==> config.mk <==
export PLATFORM = sky130hd
export DESIGN_NAME = ntt_op_sequencer_flat
export DESIGN_NICKNAME = d
export VERILOG_FILES = /design/src/rtl/ntt_op_sequencer_pkg.sv /design/src/rtl/ntt_op_sequencer_if.sv /design/src/rtl/ntt_op_sequencer_delay.sv /design/src/rtl/ntt_op_sequencer.sv /design/src/flat_wrapper.sv
export SDC_FILE = /design/constraint.sdc
export NUM_CORES = 1
export LEC_CHECK = 0
export CORE_ASPECT_RATIO = 1.1
export CORE_UTILIZATION = 45
export CTS_CLUSTER_SIZE = 16
export DETAILED_ROUTE_END_ITERATION = 7
export GPL_TIMING_DRIVEN = 0
export PLACE_DENSITY = 0.72
export SKIP_LAST_GASP = 1
export SLEW_MARGIN = 25
export SYNTH_ARGS = -nofsm -noshare
export SYNTH_HDL_FRONTEND = slang
export SYNTH_SLANG_ARGS = --single-unit
==> constraint.sdc <==
create_clock -name clk -period 3.7 [get_ports clk]
set_input_delay 0.74 -clock clk [delete_from_list [all_inputs] [get_ports clk]]
set_output_delay 0.74 -clock clk [all_outputs]
set_load 0.005 [all_outputs]
==> src/rtl/ntt_op_sequencer_pkg.sv <==
`default_nettype none
// ============================================================================
// Module   : ntt_op_sequencer_pkg
// Brief    : Op codes, FSM states and helpers shared by the NTT op sequencer.
// Revision : 1.0
// ============================================================================
package ntt_op_sequencer_pkg;

    localparam int OP_W   = 3;
    localparam int PASS_W = 3;

    typedef enum logic [OP_W-1:0] {
        OP_NTT  = 3'd0,
        OP_INTT = 3'd1,
        OP_PWM  = 3'd2,
        OP_ADD  = 3'd3,
        OP_SUB  = 3'd4
    } op_e;

    typedef enum logic [1:0] {
        S_IDLE  = 2'd0,
        S_READ  = 2'd1,
        S_DRAIN = 2'd2,
        S_DONE  = 2'd3
    } state_e;

    function automatic logic op_is_legal(input logic [OP_W-1:0] op);
        return op <= OP_SUB;
    endfunction

    // Element-wise ops interleave an A and a B word per result word.
    function automatic logic op_is_dual(input logic [OP_W-1:0] op);
        return (op >= OP_PWM) && (op <= OP_SUB);
    endfunction

endpackage
`default_nettype wire

==> src/rtl/ntt_op_sequencer_if.sv <==
`default_nettype none
// ============================================================================
// Module   : ntt_op_sequencer_if
// Brief    : Command handshake, RAM strobes and datapath controls of the sequencer.
// Revision : 1.0
// ============================================================================
interface ntt_op_sequencer_if #(
    parameter int ADDR_W = 8
);
    import ntt_op_sequencer_pkg::*;

    logic              cmd_valid;
    logic              cmd_ready;
    logic [OP_W-1:0]   cmd_op;
    logic [ADDR_W-1:0] cmd_src_a;
    logic [ADDR_W-1:0] cmd_src_b;
    logic [ADDR_W-1:0] cmd_dst;
    logic              abort;
    logic              rd_en;
    logic [ADDR_W-1:0] rd_addr;
    logic              rd_sel;
    logic              wr_en;
    logic [ADDR_W-1:0] wr_addr;
    logic [OP_W-1:0]   bu_op;
    logic [PASS_W-1:0] bu_pass;
    logic              busy;
    logic              done;
    logic              err;

    modport master (
        output cmd_valid, cmd_op, cmd_src_a, cmd_src_b, cmd_dst, abort,
        input  cmd_ready, rd_en, rd_addr, rd_sel, wr_en, wr_addr,
        input  bu_op, bu_pass, busy, done, err
    );

    modport slave (
        input  cmd_valid, cmd_op, cmd_src_a, cmd_src_b, cmd_dst, abort,
        output cmd_ready, rd_en, rd_addr, rd_sel, wr_en, wr_addr,
        output bu_op, bu_pass, busy, done, err
    );

endinterface
`default_nettype wire

==> src/rtl/ntt_op_sequencer_delay.sv <==
`default_nettype none
// ============================================================================
// Module   : ntt_op_sequencer_delay
// Brief    : DEPTH-stage shift register with synchronous flush (write pipe).
// Revision : 1.0
// ============================================================================
module ntt_op_sequencer_delay #(
    parameter int DEPTH = 3,
    parameter int WIDTH = 9
) (
    input  logic             clk,
    input  logic             rst,
    input  logic             flush_i,
    input  logic [WIDTH-1:0] d_i,
    output logic [WIDTH-1:0] q_o
);

    logic [DEPTH-1:0][WIDTH-1:0] stage_q;

    always_ff @(posedge clk) begin
        if (!rst || flush_i) begin
            stage_q <= '0;
        end else begin
            for (int s = DEPTH - 1; s > 0; s--) begin
                stage_q[s] <= stage_q[s-1];
            end
            stage_q[0] <= d_i;
        end
    end

    assign q_o = stage_q[DEPTH-1];

endmodule
`default_nettype wire

==> src/rtl/ntt_op_sequencer.sv <==
`default_nettype none
// ============================================================================
// Module   : ntt_op_sequencer
// Brief    : Command FSM driving coefficient-RAM addresses for NTT/INTT/PWM/ADD/SUB.
// Revision : 1.0
// ============================================================================
module ntt_op_sequencer
    import ntt_op_sequencer_pkg::*;
#(
    parameter int LANES  = 8,
    parameter int COEF_W = 12,
    parameter int N      = 256,
    parameter int PASSES = 7,
    parameter int ADDR_W = 8,
    parameter int BU_LAT = 3
) (
    input  logic              clk,
    input  logic              rst,
    ntt_op_sequencer_if.slave bus
);

    localparam int c_words = N / LANES;
    localparam int c_cnt_w = $clog2(2 * c_words + BU_LAT + 1);

    generate
        if (COEF_W < 1 || BU_LAT < 1 || PASSES < 1 || PASSES > 8 || (N % LANES) != 0) begin : g_bad_params
            $error("ntt_op_sequencer: illegal parameter set");
        end
    endgenerate

    state_e              state_q, state_d;
    logic [c_cnt_w-1:0]  cnt_q, cnt_d;
    logic [PASS_W-1:0]   pass_q, pass_d;
    logic [OP_W-1:0]     op_q, op_d;
    logic [ADDR_W-1:0]   src_a_q, src_a_d;
    logic [ADDR_W-1:0]   src_b_q, src_b_d;
    logic [ADDR_W-1:0]   dst_q, dst_d;
    logic                err_q, err_d;

    logic                w_fire;
    logic                w_dual;
    logic                w_rd_en;
    logic                w_rd_sel;
    logic                w_push;
    logic [c_cnt_w-1:0]  w_last_rd;
    logic [ADDR_W-1:0]   w_idx;
    logic [ADDR_W-1:0]   w_rd_base;
    logic [ADDR_W-1:0]   w_wr_addr;
    logic [ADDR_W:0]     w_pipe_in;
    logic [ADDR_W:0]     w_pipe_out;

    assign w_fire    = bus.cmd_valid && bus.cmd_ready && !bus.abort;
    assign w_dual    = op_is_dual(op_q);
    assign w_last_rd = w_dual ? c_cnt_w'(2 * c_words - 1) : c_cnt_w'(c_words - 1);

    // Dual-operand reads step the word index every second cycle (A then B).
    assign w_idx     = ADDR_W'(w_dual ? (cnt_q >> 1) : cnt_q);
    assign w_rd_en   = (state_q == S_READ);
    assign w_rd_sel  = w_dual && cnt_q[0];
    assign w_rd_base = w_rd_sel ? src_b_q :
                       ((w_dual || pass_q == '0) ? src_a_q : dst_q);
    assign w_wr_addr = dst_q + w_idx;
    assign w_push    = w_rd_en && (!w_dual || cnt_q[0]);
    assign w_pipe_in = {w_push, w_push ? w_wr_addr : {ADDR_W{1'b0}}};

    always_comb begin
        state_d = state_q;
        cnt_d   = cnt_q;
        pass_d  = pass_q;
        op_d    = op_q;
        src_a_d = src_a_q;
        src_b_d = src_b_q;
        dst_d   = dst_q;
        err_d   = 1'b0;

        case (state_q)
            S_IDLE: begin
                if (w_fire) begin
                    if (op_is_legal(bus.cmd_op)) begin
                        state_d = S_READ;
                        op_d    = bus.cmd_op;
                        src_a_d = bus.cmd_src_a;
                        src_b_d = bus.cmd_src_b;
                        dst_d   = bus.cmd_dst;
                        cnt_d   = '0;
                        pass_d  = '0;
                    end else begin
                        err_d   = 1'b1;
                    end
                end
            end
            S_READ: begin
                if (cnt_q == w_last_rd) begin
                    cnt_d   = '0;
                    state_d = S_DRAIN;
                end else begin
                    cnt_d   = cnt_q + 1'b1;
                end
            end
            S_DRAIN: begin
                // Hold reads until the last write of this pass has landed.
                if (cnt_q == c_cnt_w'(BU_LAT - 1)) begin
                    cnt_d = '0;
                    if (!w_dual && pass_q != PASS_W'(PASSES - 1)) begin
                        pass_d  = pass_q + 1'b1;
                        state_d = S_READ;
                    end else begin
                        state_d = S_DONE;
                    end
                end else begin
                    cnt_d = cnt_q + 1'b1;
                end
            end
            S_DONE: begin
                state_d = S_IDLE;
                pass_d  = '0;
            end
            default: begin
                state_d = S_IDLE;
            end
        endcase

        if (state_q != S_IDLE && bus.abort) begin
            state_d = S_IDLE;
            cnt_d   = '0;
            pass_d  = '0;
        end
    end

    always_ff @(posedge clk) begin
        if (!rst) begin
            state_q <= S_IDLE;
            cnt_q   <= '0;
            pass_q  <= '0;
            op_q    <= '0;
            src_a_q <= '0;
            src_b_q <= '0;
            dst_q   <= '0;
            err_q   <= 1'b0;
        end else begin
            state_q <= state_d;
            cnt_q   <= cnt_d;
            pass_q  <= pass_d;
            op_q    <= op_d;
            src_a_q <= src_a_d;
            src_b_q <= src_b_d;
            dst_q   <= dst_d;
            err_q   <= err_d;
        end
    end

    ntt_op_sequencer_delay #(
        .DEPTH (BU_LAT),
        .WIDTH (ADDR_W + 1)
    ) u_wr_pipe (
        .clk     (clk),
        .rst     (rst),
        .flush_i (bus.abort),
        .d_i     (w_pipe_in),
        .q_o     (w_pipe_out)
    );

    assign bus.cmd_ready = (state_q == S_IDLE) && rst;
    assign bus.rd_en     = w_rd_en;
    assign bus.rd_addr   = w_rd_base + w_idx;
    assign bus.rd_sel    = w_rd_sel;
    assign bus.wr_en     = w_pipe_out[ADDR_W];
    assign bus.wr_addr   = w_pipe_out[ADDR_W-1:0];
    assign bus.bu_op     = op_q;
    assign bus.bu_pass   = pass_q;
    assign bus.busy      = (state_q != S_IDLE);
    assign bus.done      = (state_q == S_DONE) && !bus.abort;
    assign bus.err       = err_q;

endmodule
`default_nettype wire

==> src/flat_wrapper.sv <==
// flat-port wrapper written by rule: the top's interface ports become plain ports
module ntt_op_sequencer_flat import ntt_op_sequencer_pkg::*;
#(
    parameter int LANES  = 8,
    parameter int COEF_W = 12,
    parameter int N      = 256,
    parameter int PASSES = 7,
    parameter int ADDR_W = 8,
    parameter int BU_LAT = 3
)
  (clk, rst, bus_cmd_valid, bus_cmd_op, bus_cmd_src_a, bus_cmd_src_b, bus_cmd_dst, bus_abort, bus_cmd_ready, bus_rd_en, bus_rd_addr, bus_rd_sel, bus_wr_en, bus_wr_addr, bus_bu_op, bus_bu_pass, bus_busy, bus_done, bus_err);
  ntt_op_sequencer_if #(.ADDR_W(ADDR_W)) bus_i ();
  input  logic clk;
  input  logic rst;
  input wire logic [$bits(bus_i.cmd_valid)-1:0] bus_cmd_valid;
  input wire logic [$bits(bus_i.cmd_op)-1:0] bus_cmd_op;
  input wire logic [$bits(bus_i.cmd_src_a)-1:0] bus_cmd_src_a;
  input wire logic [$bits(bus_i.cmd_src_b)-1:0] bus_cmd_src_b;
  input wire logic [$bits(bus_i.cmd_dst)-1:0] bus_cmd_dst;
  input wire logic [$bits(bus_i.abort)-1:0] bus_abort;
  output wire logic [$bits(bus_i.cmd_ready)-1:0] bus_cmd_ready;
  output wire logic [$bits(bus_i.rd_en)-1:0] bus_rd_en;
  output wire logic [$bits(bus_i.rd_addr)-1:0] bus_rd_addr;
  output wire logic [$bits(bus_i.rd_sel)-1:0] bus_rd_sel;
  output wire logic [$bits(bus_i.wr_en)-1:0] bus_wr_en;
  output wire logic [$bits(bus_i.wr_addr)-1:0] bus_wr_addr;
  output wire logic [$bits(bus_i.bu_op)-1:0] bus_bu_op;
  output wire logic [$bits(bus_i.bu_pass)-1:0] bus_bu_pass;
  output wire logic [$bits(bus_i.busy)-1:0] bus_busy;
  output wire logic [$bits(bus_i.done)-1:0] bus_done;
  output wire logic [$bits(bus_i.err)-1:0] bus_err;
  assign bus_i.cmd_valid = bus_cmd_valid;
  assign bus_i.cmd_op = bus_cmd_op;
  assign bus_i.cmd_src_a = bus_cmd_src_a;
  assign bus_i.cmd_src_b = bus_cmd_src_b;
  assign bus_i.cmd_dst = bus_cmd_dst;
  assign bus_i.abort = bus_abort;
  assign bus_cmd_ready = bus_i.cmd_ready;
  assign bus_rd_en = bus_i.rd_en;
  assign bus_rd_addr = bus_i.rd_addr;
  assign bus_rd_sel = bus_i.rd_sel;
  assign bus_wr_en = bus_i.wr_en;
  assign bus_wr_addr = bus_i.wr_addr;
  assign bus_bu_op = bus_i.bu_op;
  assign bus_bu_pass = bus_i.bu_pass;
  assign bus_busy = bus_i.busy;
  assign bus_done = bus_i.done;
  assign bus_err = bus_i.err;
  ntt_op_sequencer #(.LANES(LANES), .COEF_W(COEF_W), .N(N), .PASSES(PASSES), .ADDR_W(ADDR_W), .BU_LAT(BU_LAT)) u_core (.clk(clk), .rst(rst), .bus(bus_i));
endmodule
Yosys cells after proc, flatten, opt, wreduce, memory -nomap -nowiden
Cells that the tools add are included.
{"block": "op_classes", "eq_ne": 11, "add_sub_neg": 4, "n_mux": 21, "n_lt_le_gt_ge": 3, "bitwise_logic": 2, "reduce_logical": 27}
{"cell": "7-bit 2-to-1 mux", "n": 5}
{"cell": "7-bit case mux with 3 select lines", "n": 1}
{"cell": "8-bit adder", "n": 2}
{"cell": "8-bit 2-to-1 mux", "n": 2}
{"cell": "3-bit 2-to-1 mux", "n": 4}
{"cell": "2-bit 2-to-1 mux", "n": 5}
{"cell": "1-bit logical AND", "n": 9}
{"cell": "3-bit case mux with 3 select lines", "n": 1}
{"cell": "3-bit AND reduction", "n": 3}
{"cell": "2-bit by 1-bit inequality test with 1-bit output (second input constant)", "n": 4}
{"cell": "2-bit case mux with 4 select lines", "n": 1}
{"cell": "7-bit by 1-bit adder with 7-bit output (second input constant)", "n": 1}
{"cell": "7-bit by 2-bit equality test with 1-bit output (second input constant)", "n": 1}
{"cell": "7-bit equality test", "n": 1}
{"cell": "3-bit <= comparator (second input constant)", "n": 2}
{"cell": "6-bit 2-to-1 mux", "n": 1}
{"cell": "3-bit nonzero test", "n": 2}
{"cell": "5-bit AND reduction", "n": 1}
{"cell": "2-bit equality test (second input constant)", "n": 2}
{"cell": "4-bit AND reduction", "n": 1}
{"cell": "2-bit OR reduction", "n": 2}
{"cell": "3-bit by 1-bit adder with 3-bit output (second input constant)", "n": 1}
{"cell": "3-bit by 2-bit greater-or-equal comparator with 1-bit output (second input constant)", "n": 1}
{"cell": "1-bit logical NOT", "n": 3}
{"cell": "9 further kinds", "n": 12}
{"block": "word_totals", "in_bits": 31, "out_inout_bits": 29, "reg_bits": 67, "elab_cells": 80}

Logic depth before layout (Yosys ltp)
Gate-level depths: netlist of the first run.
{"block": "logic_depth", "ltp_word": 7, "depth_mapped": 13, "mapped_depth_nobuf": 13}

Cells and area by module
A second synthesis of the first run with hierarchy kept.
{"block": "hier_totals", "cells_unflattened": 429, "hier_area_um2": 3752.3}
{"mod": "ntt_op_sequencer", "seq_area_each_um2": 800.8, "cells_per_inst": 362, "instances": 1, "area_each_um2": 2854.0}
{"mod": "ntt_op_sequencer_delay", "seq_area_each_um2": 540.5, "cells_per_inst": 67, "instances": 1, "area_each_um2": 898.4}

Worst setup path before layout of the first run
Ideal clock, no wire load.
{"block": "synth_path", "path_type": "register to output", "from": "register u_core.pass_q[0] (netlist: u_core.bus.bu_pass[0])", "to": "output bus_rd_addr[6]", "t_arrival_ns": 2.885, "required_ns": 2.960, "path_slack_ns": 0.075, "n_path_buf": 0, "stages_incl_launch_ff": 14, "cell_sequence": "dfxtp_1 -> inv_1 -> ha_1 -> nor2b_1 -> nor3_2 -> mux2i_1 -> a21oi_1 -> ha_1 -> fa_1 -> a21o_1 -> a21oi_1 -> o21bai_1 -> a21oi_1 -> xnor2_1"}
{"block": "synth_via", "elab_chain_cells": 5}
{"item": "start, declared", "line": "ntt_op_sequencer.sv:33", "text": "logic [PASS_W-1:0] pass_q, pass_d;"}
{"item": "start signal, assigned", "line": "ntt_op_sequencer.sv:143", "text": "pass_q <= pass_d;"}
{"item": "3-bit logical NOT", "line": "ntt_op_sequencer.sv:61", "text": "((w_dual || pass_q == '0) ? src_a_q : dst_q);"}
{"item": "1-bit logical OR", "line": "ntt_op_sequencer.sv:61"}
{"item": "8-bit 2-to-1 mux", "line": "ntt_op_sequencer.sv:61"}
{"item": "8-bit 2-to-1 mux", "line": "ntt_op_sequencer.sv:60", "text": "assign w_rd_base = w_rd_sel ? src_b_q :"}
{"item": "8-bit adder", "line": "ntt_op_sequencer.sv:165", "text": "assign bus.rd_addr = w_rd_base + w_idx;"}
{"item": "end, declared", "line": "flat_wrapper.sv:23", "text": "output wire logic [$bits(bus_i.rd_addr)-1:0] bus_rd_addr;"}
Every way passes these cells.

Worst setup path in the final report of the first run
{"block": "layout_path", "from": "register u_core.pass_q[0] (netlist: u_core.bus.bu_pass[0])", "to": "output bus_rd_addr[7]"}
The elaborated chain is that of the path after synthesis.

==> results of run 1 <==
## synth_stat cells, types with 2 or more instances
| master | number | area share (%) |
|---|---|---|
| a21boi_0 | 27 | 5.9 |
| a21o_1 | 3 | 0.65 |
| a21oi_1 | 18 | 2.6 |
| and2_1 | 24 | 4.3 |
| and3_1 | 7 | 1.3 |
| and4b_1 | 2 | 0.58 |
| buf_4 | 8 | 1.7 |
| clkbuf_1 | 14 | 1.5 |
| dfxtp_1 | 67 | 39 |
| fa_1 | 2 | 1.2 |
| ha_1 | 24 | 8.7 |
| inv_1 | 14 | 1.5 |
| mux2i_1 | 9 | 2.6 |
| nand2_1 | 74 | 8.0 |
| nand2b_1 | 4 | 0.72 |
| nand3_1 | 4 | 0.58 |
| nand4_1 | 2 | 0.36 |
| nor2_1 | 27 | 2.9 |
| nor2b_1 | 8 | 1.4 |
| nor3_1 | 5 | 0.72 |
| nor4_1 | 3 | 0.54 |
| o21a_1 | 4 | 0.87 |
| o21ai_0 | 19 | 2.7 |
| o21ai_1 | 2 | 0.29 |
| o21bai_1 | 2 | 0.43 |
| o31ai_1 | 4 | 0.87 |
| o41ai_1 | 2 | 0.51 |
| or2_2 | 2 | 0.36 |
| or2b_1 | 2 | 0.43 |
| xnor2_1 | 7 | 1.8 |
| xor2_1 | 2 | 0.51 |
## registers in the layout, summed over array words and instances (netlist names)
signal and cells:
u_core.src_b_q 8, u_core.src_a_q 8, u_core.u_wr_pipe.stage_q 18, u_core.dst_q 8, u_core.bus.bu_op 3, u_core.cnt_q 7, u_core.u_wr_pipe.q_o 9, u_core.bus.err 1
u_core.bus.bu_pass 3, u_core.state_q 2
## per-layer routing
layer	vias up	global-route usage, %	part of all wire, %
met5	-	0	0
met2	53	35.3	48
met4	0	9.17	2.7
li1	1552	-	-
met1	1325	25.4	46
met3	16	3.78	3.0
## what timing repair did
action | in CTS | in global routing
buffers inserted | 18 | 0
endpoints found under the setup margin | 7 | 6
hold endpoints to repair | 0 | 0
gates cloned | 0 | 0
gates resized for setup | 44 | 4
pin swaps | 14 | 6
## cell families (layout without fill, tap and decap cells)
family / count (synthesis) / in the layout / share of synthesized area, %
buf+inv: 37 / 130 / 4.91
simple gates: 172 / 172 / 24.5
fa+ha+maj: 26 / 26 / 9.83
flops: 67 / 67 / 38.7
compound gates: 88 / 88 / 17.2
xor+xnor: 9 / 9 / 2.28
mux: 9 / 9 / 2.60
## stage by stage
step	hold slack (ps)	setup TNS [ps]	total power, mW
finish	421	-117	1.75
global route	444	-884	1.84
CTS	429	-249	1.76
detailed placement	411	-3090	1.11
global placement	407	-2770	1.10
floorplan	406	0	0.976
## worst max-delay path by stage
stage / endpoint / cells after the start / slack (ps) / startpoint
3_3_place_gp: bus_rd_addr[7] / 13 / -880 / u_core.bus.bu_pass[0]
6_report: bus_rd_addr[7] / 15 / -70 / u_core.bus.bu_pass[0]
4_1_cts: bus_rd_addr[7] / 12 / -180 / u_core.bus.bu_op[2]
2_1_floorplan: bus_rd_addr[6] / 13 / 80 / u_core.bus.bu_pass[0]
3_5_place_dp: bus_rd_addr[7] / 13 / -860 / u_core.bus.bu_pass[0]
5_1_grt: bus_rd_addr[6] / 15 / -270 / u_core.bus.bu_pass[0]
## where the power goes
part           leakage [nW]  switching (mW)  total (mW)  internal [mW]
combinational          1.28           0.188       0.348          0.160
sequential            0.543          0.0204       0.763          0.743
clock                 0.103           0.319       0.643          0.324
total                  1.92           0.527        1.75           1.23
## area by class of cell
class	instances	area (sq um)	area share [%]
multi-input cells	304	2060	44.5
flip-flops and latches	67	1350	29.1
clock inverters	7	83.8	1.81
clock buffers	9	124	2.67
well taps	105	131	2.83
inverters	14	52.6	1.13
plain buffers	23	121	2.62
repair buffers	77	712	15.4
## cell usage in the layout, fill, tap and decap left out, types with 2 or more instances in the layout
cell type        netlist  layout
a21o_1                 3       3
a21oi_1               18      14
nand2_1               74      73
or2_2                  2       2
xor2_1                 2       2
inv_6                  0       3
buf_2                  1       4
nor2b_4                0       3
inv_2                  0       2
dfxtp_1               67      63
clkdlybuf4s50_1        0      53
and2_1                24      24
nor3_1                 5       5
o21a_1                 4       4
ha_1                  24      22
buf_4                  8      26
clkbuf_8               0       9
o31ai_1                4       4
nand3_1                4       4
inv_1                 14      12
and3_1                 7       7
o21bai_1               2       2
xnor2_1                7       6
or2b_1                 2       2
nor2b_1                8       5
nand2b_1               4       4
nor2_1                27      26
nand4_1                2       2
mux2i_1                9       9
a21oi_2                1       5
a21boi_0              27      27
nor4_1                 3       3
clkbuf_1              14      13
and4b_1                2       2
dfxtp_2                0       3
o21ai_0               19      19
==> summary.txt, run 1 <==
Clocking
  • Clk pin slew, worst setup/hold paths: 80 ps
  • Total CTS buffers: 9
  • CTS tree: yes
  • Hold buffers post-CTS: 0
  • Clock sinks: 67
  • Root Driver: clkbuf_8
  • Clock Path Buffers: 2
  • Clk_lat worst skew: 350 ps
  • H-tree Lvls: 3

Global routing
  • Gr usage total: 20.7%
  • Initial antenna violation count: 0
  • Vias in the first global route: 2,993
  • Total grt overflow: 0
  • First-pass GRT wire length: 13,200 um
  • Pin count of the biggest net entering global routing: 15

Worst setup path
  • Reg2reg setup slack: 950 ps
  • Startpoint types: flip-flop
  • Req. time, crit path: 2960 ps
  • Setup CP Type: reg -> out
  • Kind of end point of the critical path: output pin
  • FF-to-FF Start: u_core.bus.bu_op[2]
  • CP top delay family: simple AND/OR/NAND/NOR gates
  • Worst reg2reg endpoint: u_core.u_wr_pipe.stage_q[6]
  • CP max-delay cell: ha_1
  • Critical Path AT: 3030 ps
  • Critical path buffer and inverter count: 5
  • Critical Path Max Stage Delay: 350 ps
  • Max Fanout on Critical Path: 5
  • Worst r2r path cells: 12
  • Cell mode on critical path: buf_4
  • Worst path cell trace: inv_2 > ha_4 > nor2b_4 > nor3_4 > buf_4 > buf_4 > buf_4 > mux2i_1 > a21oi_1 > ha_1 > nor3_1 > nor2_1 > o41ai_4 > xnor2_1 > buf_2

Detailed routing
  • Vias per cell: 4.86
  • Post-route ant nets: 0
  • Final WL: 7370 um
  • Vias: 2,946
  • DRC viols: 0
  • DR WL/cell: 12.2 um
  • DR iter-0 viols: 156
  • 1st-pass router iterations: 4

Outcome
  • Failing checks: setup timing
  • Status: complete, but fails checks

Final layout
  • Fillers: 660
  • Antenna cells: 0
  • Area grow syn2layout: 33.9%
  • Post-route cell area: 4640 sq um
  • Layout Utilization: 62.0%
  • # nets final: 553
  • Ratio of cells with drive above 1 in the final layout: 15.4%
  • Final Non-Filler Cells: 606

Timing
  • Worst Skew: 7.25 ps
  • Setup Viol. Count Final: 3
  • Crit share post-route: 102%
  • Max_slew headroom: 66.9%
  • Worst-Margin Slew: 492 ps
  • Minimum clock period: 3770 ps
  • Final Slew Violations: 0
  • Final hold violation count: 0
  • Fmax: 0.265 GHz
  • Final setup margin: -73.9 ps
  • RSZ-0062 raised after global routing: true

Pwr
  • Static leakage: 1.92 nW
  • Peak VDD IR: 0.244 mV
  • Pwr Density: 378 nW/um^2

Floorplan
  • Num rows: 33
  • I/O pin count: 60
  • Core box area: 7470 sq um
  • Die ar.: 8050 sq um
  • Initial Utilization: 46.3%
  • Chip height: 94.0 um
  • Die width: 85.6 um

Place
  • PortBufs: 59
  • Placer Congestion: 0.810
  • DP Wirelength: 5450 um
  • Placed insts: 572
  • Post-DP Area: 4190 sq um
  • DP Worst Slack: -857 ps

Synthesis
  • Ys async rst share: 0%
  • Synth Flop Type: dfxtp_1
  • Number of synthesis warnings: 0
  • Synthesized cell area: 3460 sq um
  • Unique cell type count in the Yosys netlist: 47
  • Post-synth EDFFs: 0
  • Syn_area_per_cell: 8.49 sq um
  • Sequential area share after synthesis: 38.7%
  • Syn_nets: 465
  • Synth Register Bits: 67
  • Syn Inst Count: 408

Hold path
  • Hold Crit Class: reg -> reg
  • Hold endpoint: u_core.u_wr_pipe.stage_q[11]
  • Worst hold start: u_core.u_wr_pipe.stage_q[2]
  • Worst hold path stage count: 1

Flow run
  • Max-Cap Viols: 0
(Power assumes the default switching activity.)
==> inputs of run 2 (changes only) <==
--- a/config.mk
+++ b/config.mk
@@ -5,6 +5,7 @@
 export SDC_FILE = /design/constraint.sdc
 export NUM_CORES = 1
 export LEC_CHECK = 0
+export CAP_MARGIN = 30
 export CORE_ASPECT_RATIO = 1.1
 export CORE_UTILIZATION = 45
 export CTS_CLUSTER_SIZE = 16
==> results of run 2 <==
Final layout, timing and power as in run 1 (identical DEF).
